$ cat src/rtl/sdram_bridge_pkg.sv
// Shared definitions for the Wishbone-to-SDRAM-controller bridge:
// FSM state encoding, the read-timeout error word and address field widths.
package sdram_bridge_pkg;

  localparam int DATA_W    = 32;
  localparam int SEL_W     = DATA_W / 8;
  localparam int WB_ADR_W  = 32;
  localparam int SD_ADDR_W = 23;
  localparam int TAG_W     = SD_ADDR_W - 2;
  localparam int TMO_W     = 16;

  // Returned on wbs_dat_o when the controller never answers a read
  localparam logic [DATA_W-1:0] ERR_WORD = 32'hDEAD_BEEF;

  typedef enum logic [2:0] {
    ST_IDLE     = 3'd0,
    ST_RD_ISSUE = 3'd1,
    ST_RD_WAIT  = 3'd2,
    ST_MERGE    = 3'd3,
    ST_WR_ISSUE = 3'd4,
    ST_ACK      = 3'd5
  } state_t;

endpackage

$ cat src/rtl/sdram_bridge_merge.sv
// Byte-lane merge for partial writes: selected lanes come from the Wishbone
// write word, the remaining lanes keep the word read back from the controller.
module sdram_bridge_merge
  import sdram_bridge_pkg::*;
(
  input  logic [DATA_W-1:0] old_data,
  input  logic [DATA_W-1:0] new_data,
  input  logic [SEL_W-1:0]  sel,
  output logic [DATA_W-1:0] merged
);

  // Per-lane select between read-back and write data
  always_comb begin
    merged = old_data;
    for (int i = 0; i < SEL_W; i++) begin
      if (sel[i]) merged[8*i +: 8] = new_data[8*i +: 8];
    end
  end

endmodule

$ cat src/rtl/sdram_wb_bridge.sv
// Wishbone classic slave that turns single-word accesses into requests for a
// simple SDRAM controller (pulse sd_in_valid, read data returned by
// sd_out_valid). Partial writes are done as read-modify-write. Reads that are
// never answered complete with an error word after RD_TIMEOUT cycles.
// Optional feature: define SDRAM_BRIDGE_PREFETCH_EN to add a one-entry read
// buffer that serves repeated reads of the last word without a controller trip.
module sdram_wb_bridge
  import sdram_bridge_pkg::*;
#(
  parameter logic [7:0]       BASE_HI    = 8'h38,
  parameter logic [TMO_W-1:0] RD_TIMEOUT = 16'd1024
) (
  input  logic                 clk,
  input  logic                 rst_n,
  input  logic                 wbs_cyc_i,
  input  logic                 wbs_stb_i,
  input  logic                 wbs_we_i,
  input  logic [SEL_W-1:0]     wbs_sel_i,
  input  logic [WB_ADR_W-1:0]  wbs_adr_i,
  input  logic [DATA_W-1:0]    wbs_dat_i,
  output logic                 wbs_ack_o,
  output logic [DATA_W-1:0]    wbs_dat_o,
  output logic [SD_ADDR_W-1:0] sd_addr,
  output logic                 sd_rw,
  output logic [DATA_W-1:0]    sd_wdata,
  output logic                 sd_in_valid,
  input  logic                 sd_busy,
  input  logic [DATA_W-1:0]    sd_rdata,
  input  logic                 sd_out_valid,
  output logic                 timeout_err
);

  state_t             state_q, state_d;
  logic               we_q;
  logic [SEL_W-1:0]   sel_q;
  logic [DATA_W-1:0]  wdata_q;
  logic [DATA_W-1:0]  mrg_q;
  logic [DATA_W-1:0]  merged;
  logic [TMO_W-1:0]   tmo_cnt_q;
  logic               req, full_wr, rd_done, tmo_hit;
  logic               pf_hit;
  logic [DATA_W-1:0]  pf_rd_data;
  logic               unused_adr;

  // Byte offset and bit 23 do not take part in decoding or addressing
  assign unused_adr = &{1'b0, wbs_adr_i[23], wbs_adr_i[1:0]};

  assign req     = (state_q == ST_IDLE) && wbs_cyc_i && wbs_stb_i &&
                   (wbs_adr_i[31:24] == BASE_HI);
  assign full_wr = wbs_we_i && (wbs_sel_i == {SEL_W{1'b1}});
  assign rd_done = (state_q == ST_RD_WAIT) && sd_out_valid;
  assign tmo_hit = (state_q == ST_RD_WAIT) && !sd_out_valid &&
                   (tmo_cnt_q == RD_TIMEOUT - 1'b1);

  sdram_bridge_merge u_merge (
    .old_data (mrg_q),
    .new_data (wdata_q),
    .sel      (sel_q),
    .merged   (merged)
  );

`ifdef SDRAM_BRIDGE_PREFETCH_EN
  logic              pf_vld_q;
  logic [TAG_W-1:0]  pf_tag_q;
  logic [DATA_W-1:0] pf_data_q;

  assign pf_hit     = pf_vld_q && (pf_tag_q == wbs_adr_i[22:2]);
  assign pf_rd_data = pf_data_q;

  // Buffer valid: set by a completed read, dropped when a read times out
  always_ff @(posedge clk or negedge rst_n) begin
    if (!rst_n) begin
      pf_vld_q <= 1'b0;
    end else if (tmo_hit) begin
      pf_vld_q <= 1'b0;
    end else if (rd_done && !we_q) begin
      pf_vld_q <= 1'b1;
    end
  end

  // Buffer contents: refilled on reads, kept coherent with writes to its tag
  always_ff @(posedge clk) begin
    if (rd_done && !we_q) begin
      pf_tag_q  <= sd_addr[22:2];
      pf_data_q <= sd_rdata;
    end else if ((state_q == ST_WR_ISSUE) && sd_in_valid &&
                 (pf_tag_q == sd_addr[22:2])) begin
      pf_data_q <= sd_wdata;
    end
  end
`else
  assign pf_hit     = 1'b0;
  assign pf_rd_data = '0;
`endif

  // FSM state, sticky timeout flag, read-wait counter and request kind
  always_ff @(posedge clk or negedge rst_n) begin
    if (!rst_n) begin
      state_q     <= ST_IDLE;
      timeout_err <= 1'b0;
      tmo_cnt_q   <= '0;
      we_q        <= 1'b0;
    end else begin
      state_q   <= state_d;
      tmo_cnt_q <= (state_q == ST_RD_WAIT) ? tmo_cnt_q + 1'b1 : '0;
      if (tmo_hit) timeout_err <= 1'b1;
      if (req)     we_q        <= wbs_we_i;
    end
  end

  // Next-state decode
  always_comb begin
    state_d = state_q;
    unique case (state_q)
      ST_IDLE: begin
        if (req) begin
          if (full_wr)                 state_d = ST_WR_ISSUE;
          else if (!wbs_we_i && pf_hit) state_d = ST_ACK;
          else                         state_d = ST_RD_ISSUE;
        end
      end
      ST_RD_ISSUE: if (!sd_busy) state_d = ST_RD_WAIT;
      ST_RD_WAIT: begin
        if (sd_out_valid) state_d = we_q ? ST_MERGE : ST_ACK;
        else if (tmo_hit) state_d = ST_ACK;
      end
      ST_MERGE:    state_d = ST_WR_ISSUE;
      ST_WR_ISSUE: if (!sd_busy) state_d = ST_ACK;
      ST_ACK:      state_d = ST_IDLE;
      default:     state_d = ST_IDLE;
    endcase
  end

  // Outputs decoded from state: request pulse waits for the controller to be free
  always_comb begin
    sd_in_valid = ((state_q == ST_RD_ISSUE) || (state_q == ST_WR_ISSUE)) && !sd_busy;
    wbs_ack_o   = (state_q == ST_ACK);
  end

  // Controller-facing address/op/data and Wishbone read data
  always_ff @(posedge clk or negedge rst_n) begin
    if (!rst_n) begin
      sd_addr   <= '0;
      sd_rw     <= 1'b0;
      sd_wdata  <= '0;
      wbs_dat_o <= '0;
    end else begin
      if (req) begin
        sd_addr <= {wbs_adr_i[22:2], 2'b00};
        sd_rw   <= full_wr;
        if (full_wr) sd_wdata <= wbs_dat_i;
        if (!wbs_we_i && pf_hit) wbs_dat_o <= pf_rd_data;
      end
      if (rd_done && !we_q) wbs_dat_o <= sd_rdata;
      if (tmo_hit)          wbs_dat_o <= ERR_WORD;
      if (state_q == ST_MERGE) begin
        sd_wdata <= merged;
        sd_rw    <= 1'b1;
      end
    end
  end

  // Request payload and read-back word held for the read-modify-write
  always_ff @(posedge clk) begin
    if (req) begin
      sel_q   <= wbs_sel_i;
      wdata_q <= wbs_dat_i;
    end
    if (rd_done && we_q) mrg_q <= sd_rdata;
  end

endmodule

$ cat config.mk
export PLATFORM = sky130hd
export DESIGN_NAME = sdram_wb_bridge
export DESIGN_NICKNAME = d
export VERILOG_FILES = /design/src/rtl/sdram_bridge_pkg.sv /design/src/rtl/sdram_bridge_merge.sv /design/src/rtl/sdram_wb_bridge.sv
export SDC_FILE = /design/constraint.sdc
export NUM_CORES = 1
export LEC_CHECK = 0
export CAP_MARGIN = 20
export CORE_ASPECT_RATIO = 2
export CORE_MARGIN = 2
export CORE_UTILIZATION = 48
export DETAILED_ROUTE_END_ITERATION = 10
export HOLD_SLACK_MARGIN = 0.02
export PLACE_DENSITY = 0.8
export SYNTH_ARGS = -nofsm -noshare
export SYNTH_HDL_FRONTEND = slang
export SYNTH_SLANG_ARGS = --single-unit
$ cat constraint.sdc
create_clock -name clk -period 4.2 [get_ports clk]
set_clock_uncertainty 0.2 [all_clocks]
set_input_delay 1.26 -clock clk [delete_from_list [all_inputs] [get_ports clk]]
set_output_delay 1.26 -clock clk [all_outputs]
set_load 0.01 [all_outputs]
Word level (Yosys, flattened, before mapping) --
Index checks and enable logic that the tools add are counted.
Cells by class: add/subtract/negate cells 1, eq/ne operators 12, multiplexer cells 20, reduce and logical (&&, ||, !) cells 20
Operators with widths (count):
- $mux 32 | 5
- $mux 8 | 4
- $mux 3 | 7
- $add 16x1->16 const B | 1
- $eq 16x10->1 const B | 1
- $mux 16 | 1
- $pmux 3 s5 | 1
- $logic_and 1x1->1 | 10
- $eq 8x6->1 const B | 1
- $eq 3x2->1 const B | 2
- $eq 3x3->1 const B | 2
- $ne 2x2->1 const B | 3
- $reduce_bool 2->1 | 3
- $eq 4x4->1 const B | 1
- $reduce_and 4->1 | 1
- $eq 3x1->1 const B | 1
- $logic_not 1->1 | 3
- $logic_not 3->1 | 1
- $ne 3x3->1 const B | 1
- $mux 1 | 2
- $reduce_and 2->1 | 1
- $logic_or 1x1->1 | 1
Word-level totals: flip-flop bits (word level) 175, output and inout port bits 91

Depth between registers and ports, before layout --
word-level depth 6, gate-level depth with buffers 7

Modules after synthesis --
A second synthesis with hierarchy kept.
Unflattened totals: cell total of the unflattened synthesis 540, area total of the unflattened synthesis 7367.1 sq um
Modules (own cells, without submodules):
- sdram_wb_bridge | times used 1, cells an instance 504, area an instance 6841.6 sq um, sequential area each 4719.5 sq um
- sdram_bridge_merge | times used 1, cells an instance 36, area an instance 525.5 sq um, sequential area each 0.0 sq um

Worst setup path after synthesis --
No wires, ideal clock.
path kind in2reg, from in sd_out_valid, to reg mrg_q[0] (enable), library setup time 0.421 ns, arrival time 2.674 ns, required time 3.579 ns, slack 0.904 ns, stages on the path 2, cell sequence nand2_1 nor2_1
Between the ends: longest elaborated chain between the ends 2
RTL lines:
- start: declaration | line sdram_wb_bridge.sv:29 | input logic sd_out_valid,
- $logic_and 1x1->1 | line sdram_wb_bridge.sv:51 | assign rd_done = (state_q == ST_RD_WAIT) && sd_out_valid;
- $logic_and 1x1->1 | line sdram_wb_bridge.sv:169 | if (rd_done && we_q) mrg_q <= sd_rdata;
- end signal: assignment | line sdram_wb_bridge.sv:169
- end: declaration | line sdram_wb_bridge.sv:37 | logic [DATA_W-1:0] mrg_q;
Every way passes these cells. A chain may end at the register's enable or synchronous reset.

Worst setup path after layout --
from in sd_busy, to out sd_in_valid
Between the ends: longest elaborated chain between the ends 2
RTL lines:
- start: declaration | line sdram_wb_bridge.sv:27 | input logic sd_busy,
- $logic_not 1->1 | line sdram_wb_bridge.sv:136 | sd_in_valid = ((state_q == ST_RD_ISSUE) || (state_q == ST_WR_ISSUE)) && !sd_busy;
- $logic_and 1x1->1 | line sdram_wb_bridge.sv:136
- end: declaration | line sdram_wb_bridge.sv:26 | output logic sd_in_valid,
Every way passes these cells.

==> metrics.md <==
| Metric | Value |
|---|---|
| Number of global-route vias before repair | 5525 |
| Max Clk Rate | 250 MHz |
| Number of max-cap violations | 0 |
| Register bit total from synthesis | 175 |
| Worst vdd ir | 378 uV |
| Hold Path Class | reg -> reg |
| Clock sinks | 175 |
| CTS Buf Count | 17 |
| Drc violations | 0 |
| CTS resizes | 0 |
| DR iter-0 viols | 242 |
| Avg Inst Size Synth | 13.1 um^2 |
| Worst-margin pin slew | 0.979 ns |
| Grt ovf | 0 |
| Hold_ws | 0.296 ns |
| Root buffer cell | clkbuf_16 |
| Yosys Warn Count | 0 |
| Period utilization | 95.3% |
| Die H | 175 um |
| FP Rows | 62 |
| Yosys top cell area share | 38.3% |
| Synth cell count leaders | dfrtp_1, edfxtp_1, nand2_1 |
| Clock Path Buffers | 2 |
| Final min period | 4.00 ns |
| Clock Pin Slew Worst Setup and Hold Paths | 0.06 ns |
| Initial core utilization | 49.0% |
| Vias/cell | 5.65 |
| Async set or reset register ratio after synthesis | 61.1% |
| NumNets Final | 831 |
| Setup TNS Final | 0 ns |
| Final setup violating endpoints | 0 |
| Slew Limit Headroom | 34.8% |
| Largest net degree at the start of global routing | 72 |
| Crit path launch type | primary input |
| Power consumption | 0.00541 W |
| CP arrival | 2.54 ns |
| P per Cell Area | 556 nW/um^2 |
| Via count | 5252 |
| DP HPWL | 13.3 mm |
| Fillers | 1093 |
| Area grow syn2layout | 39.1% |
| Hold_buf cts | 0 |
| Synth area leader | dfrtp_1 |
| Worst skew pair latency | 0.43 ns |
| Largest cells by area after synthesis | dfrtp_1, edfxtp_1, a221o_1, mux2i_1, mux2_2 |
| CP Capture Type | primary output |
| Core ar. | 14300 um^2 |
| First-pass GRT wire length | 29.3 mm |
| DRT antenna net count | 0 |
| Initial antenna violation count | 1 |
| Syn Inst Count | 535 |
| RSZ-0062 raised after global routing | false |
| Iteration count of the initial detailed-routing pass | 5 |
| Postcts setup bufs | 0 |
| Layout cell share with drive strength beyond 1 | 10.1% |
| Die Width | 89.4 um |
| Total track usage | 25.2% |
| TritonCTS clock tree | built |
| Seq/Total Area, Yosys | 67.5% |
| # IOs | 198 |
| Outcome | finished clean |
| Die area | 15600 um^2 |
| H-tree lvl count | 4 |
| Fin. max-slew vios | 0 |
| Drt total wl | 19.1 mm |
| Setup CP Type | in -> out |
| Input/output buffers | 192 |
| Unique cell type count in the Yosys netlist | 47 |
| Hold Fails Final Rpt | 0 |
| Worst Path Required | 2.74 ns |
| Number of synthesized flops with an enable pin | 68 |
| Leak | 4.00 nW |
| Synthesized area | 6990 um^2 |
| Placer Congestion | 0.816 |
| Main synth FF type | dfrtp_1 |
| Most frequent cell after synthesis | dfrtp_1 |
| Wirelength per Cell | 20.6 um |
| Worst-path maximum fanout | 4 |
==> power by group <==
group | leakage, nW | internal (W) | total, W | switching (W)
Combinational | 1.72 | 0.000867 | 0.00152 | 0.000651
Clock | 0.284 | 0.000886 | 0.00157 | 0.000684
Sequential | 1.99 | 0.00208 | 0.00232 | 0.000238
Total | 4.00 | 0.00383 | 0.00541 | 0.00157
==> sequential cells by signal (all words and copies together) (netlist names) <==
name / count
mrg_q: 32
sd_wdata: 32
wbs_dat_o: 32
wdata_q: 32
sd_addr: 21
tmo_cnt_q: 16
sel_q: 4
state_q: 3
sd_rw: 1
timeout_err: 1
we_q: 1
==> area by class of cell <==
class | count | area [um^2] | area share (%)
clock buffers | 18 | 429 | 4.41
diodes | 1 | 2.50 | 0.0257
well taps | 192 | 240 | 2.47
multi-input cells | 322 | 2130 | 21.9
repair buffers | 202 | 2030 | 20.9
flip-flops and latches | 175 | 4720 | 48.5
clock inverters | 14 | 153 | 1.57
inverters | 5 | 18.8 | 0.193
==> path summary, 6_finish.rpt <==
check	to	depth (start not counted)	slack (ns)	start
worst max-delay path	sd_in_valid	3	0.20	sd_busy
min in group asynchronous	sd_addr[21]	1	0.76	rst_n
worst min register to register	timeout_err	1	0.30	timeout_err
worst max register to register	wbs_dat_o[3]	6	1.56	state_q[1]
max in group asynchronous	sd_addr[12]	2	2.30	rst_n
worst min-delay path	timeout_err	1	0.30	timeout_err
==> cells in the final DEF, fill, tap and decap left out, types with 2 or more instances in the layout <==
cell type        instances
nand4_1                  5
a221o_1                 32
a22oi_1                  8
mux2_2                  23
a21oi_1                  3
clkbuf_16               17
conb_1                   2
or3_1                    2
dfrtp_1                107
xor2_1                   4
inv_6                    5
nand2_1                 64
and3_1                   5
buf_4                    8
o21ai_0                 11
nor4_1                   4
nand2b_1                 3
nand3_1                 29
edfxtp_1                68
xnor2_1                  8
clkdlybuf4s50_1        191
mux2i_1                 32
buf_12                   3
inv_1                    5
nor2_1                  55
or4_4                    2
nor2_4                   2
bufinv_16                2
clkinv_4                 3
nor3_1                   6
==> critical path, cell delays in order <==
cell             delay [ns]
clkdlybuf4s50_1        0.49
nor3_1                 0.22
clkdlybuf4s50_1        0.57
==> kinds of logic (layout without fill, tap and decap cells) <==
| family | count (synthesis) | in the layout | share of synthesized area [%] |
|---|---|---|---|
| and+or+nand+nor | 191 | 191 | 12.8 |
| muxes | 55 | 55 | 8.28 |
| adders and majority gates | 1 | 1 | 0.179 |
| other | 1 | 3 | 0.0536 |
| xor gates and xnor gates | 12 | 12 | 1.50 |
| DFF | 175 | 175 | 67.5 |
| buffers and inverters | 39 | 239 | 2.45 |
| AOI/OAI and AO/OA | 61 | 61 | 7.19 |
==> stage by stage <==
step / cell area [um^2] / util (%) / instances / setup WS, ns
final: 9730 / 68.2 / 929 / 0.197
after global routing: 9730 / 68.2 / 929 / 0.173
after CTS: 9730 / 68.1 / 928 / 0.190
after detailed placement: 9140 / 64.1 / 896 / 0.187
after global placement: 9140 / 64.1 / 896 / 0.225
after floorplan: 7000 / - / 536 / 0.904
==> routing by layer <==
metal / track usage [%] / wire length (um) / vias up
li1: - / - / 2316
met1: 27.7 / 6740 / 2669
met2: 45.5 / 10800 / 230
met3: 5.29 / 942 / 37
met4: 9.89 / 643 / 0
met5: 0 / 0 / -
Power figures use the tool's default switching activity.
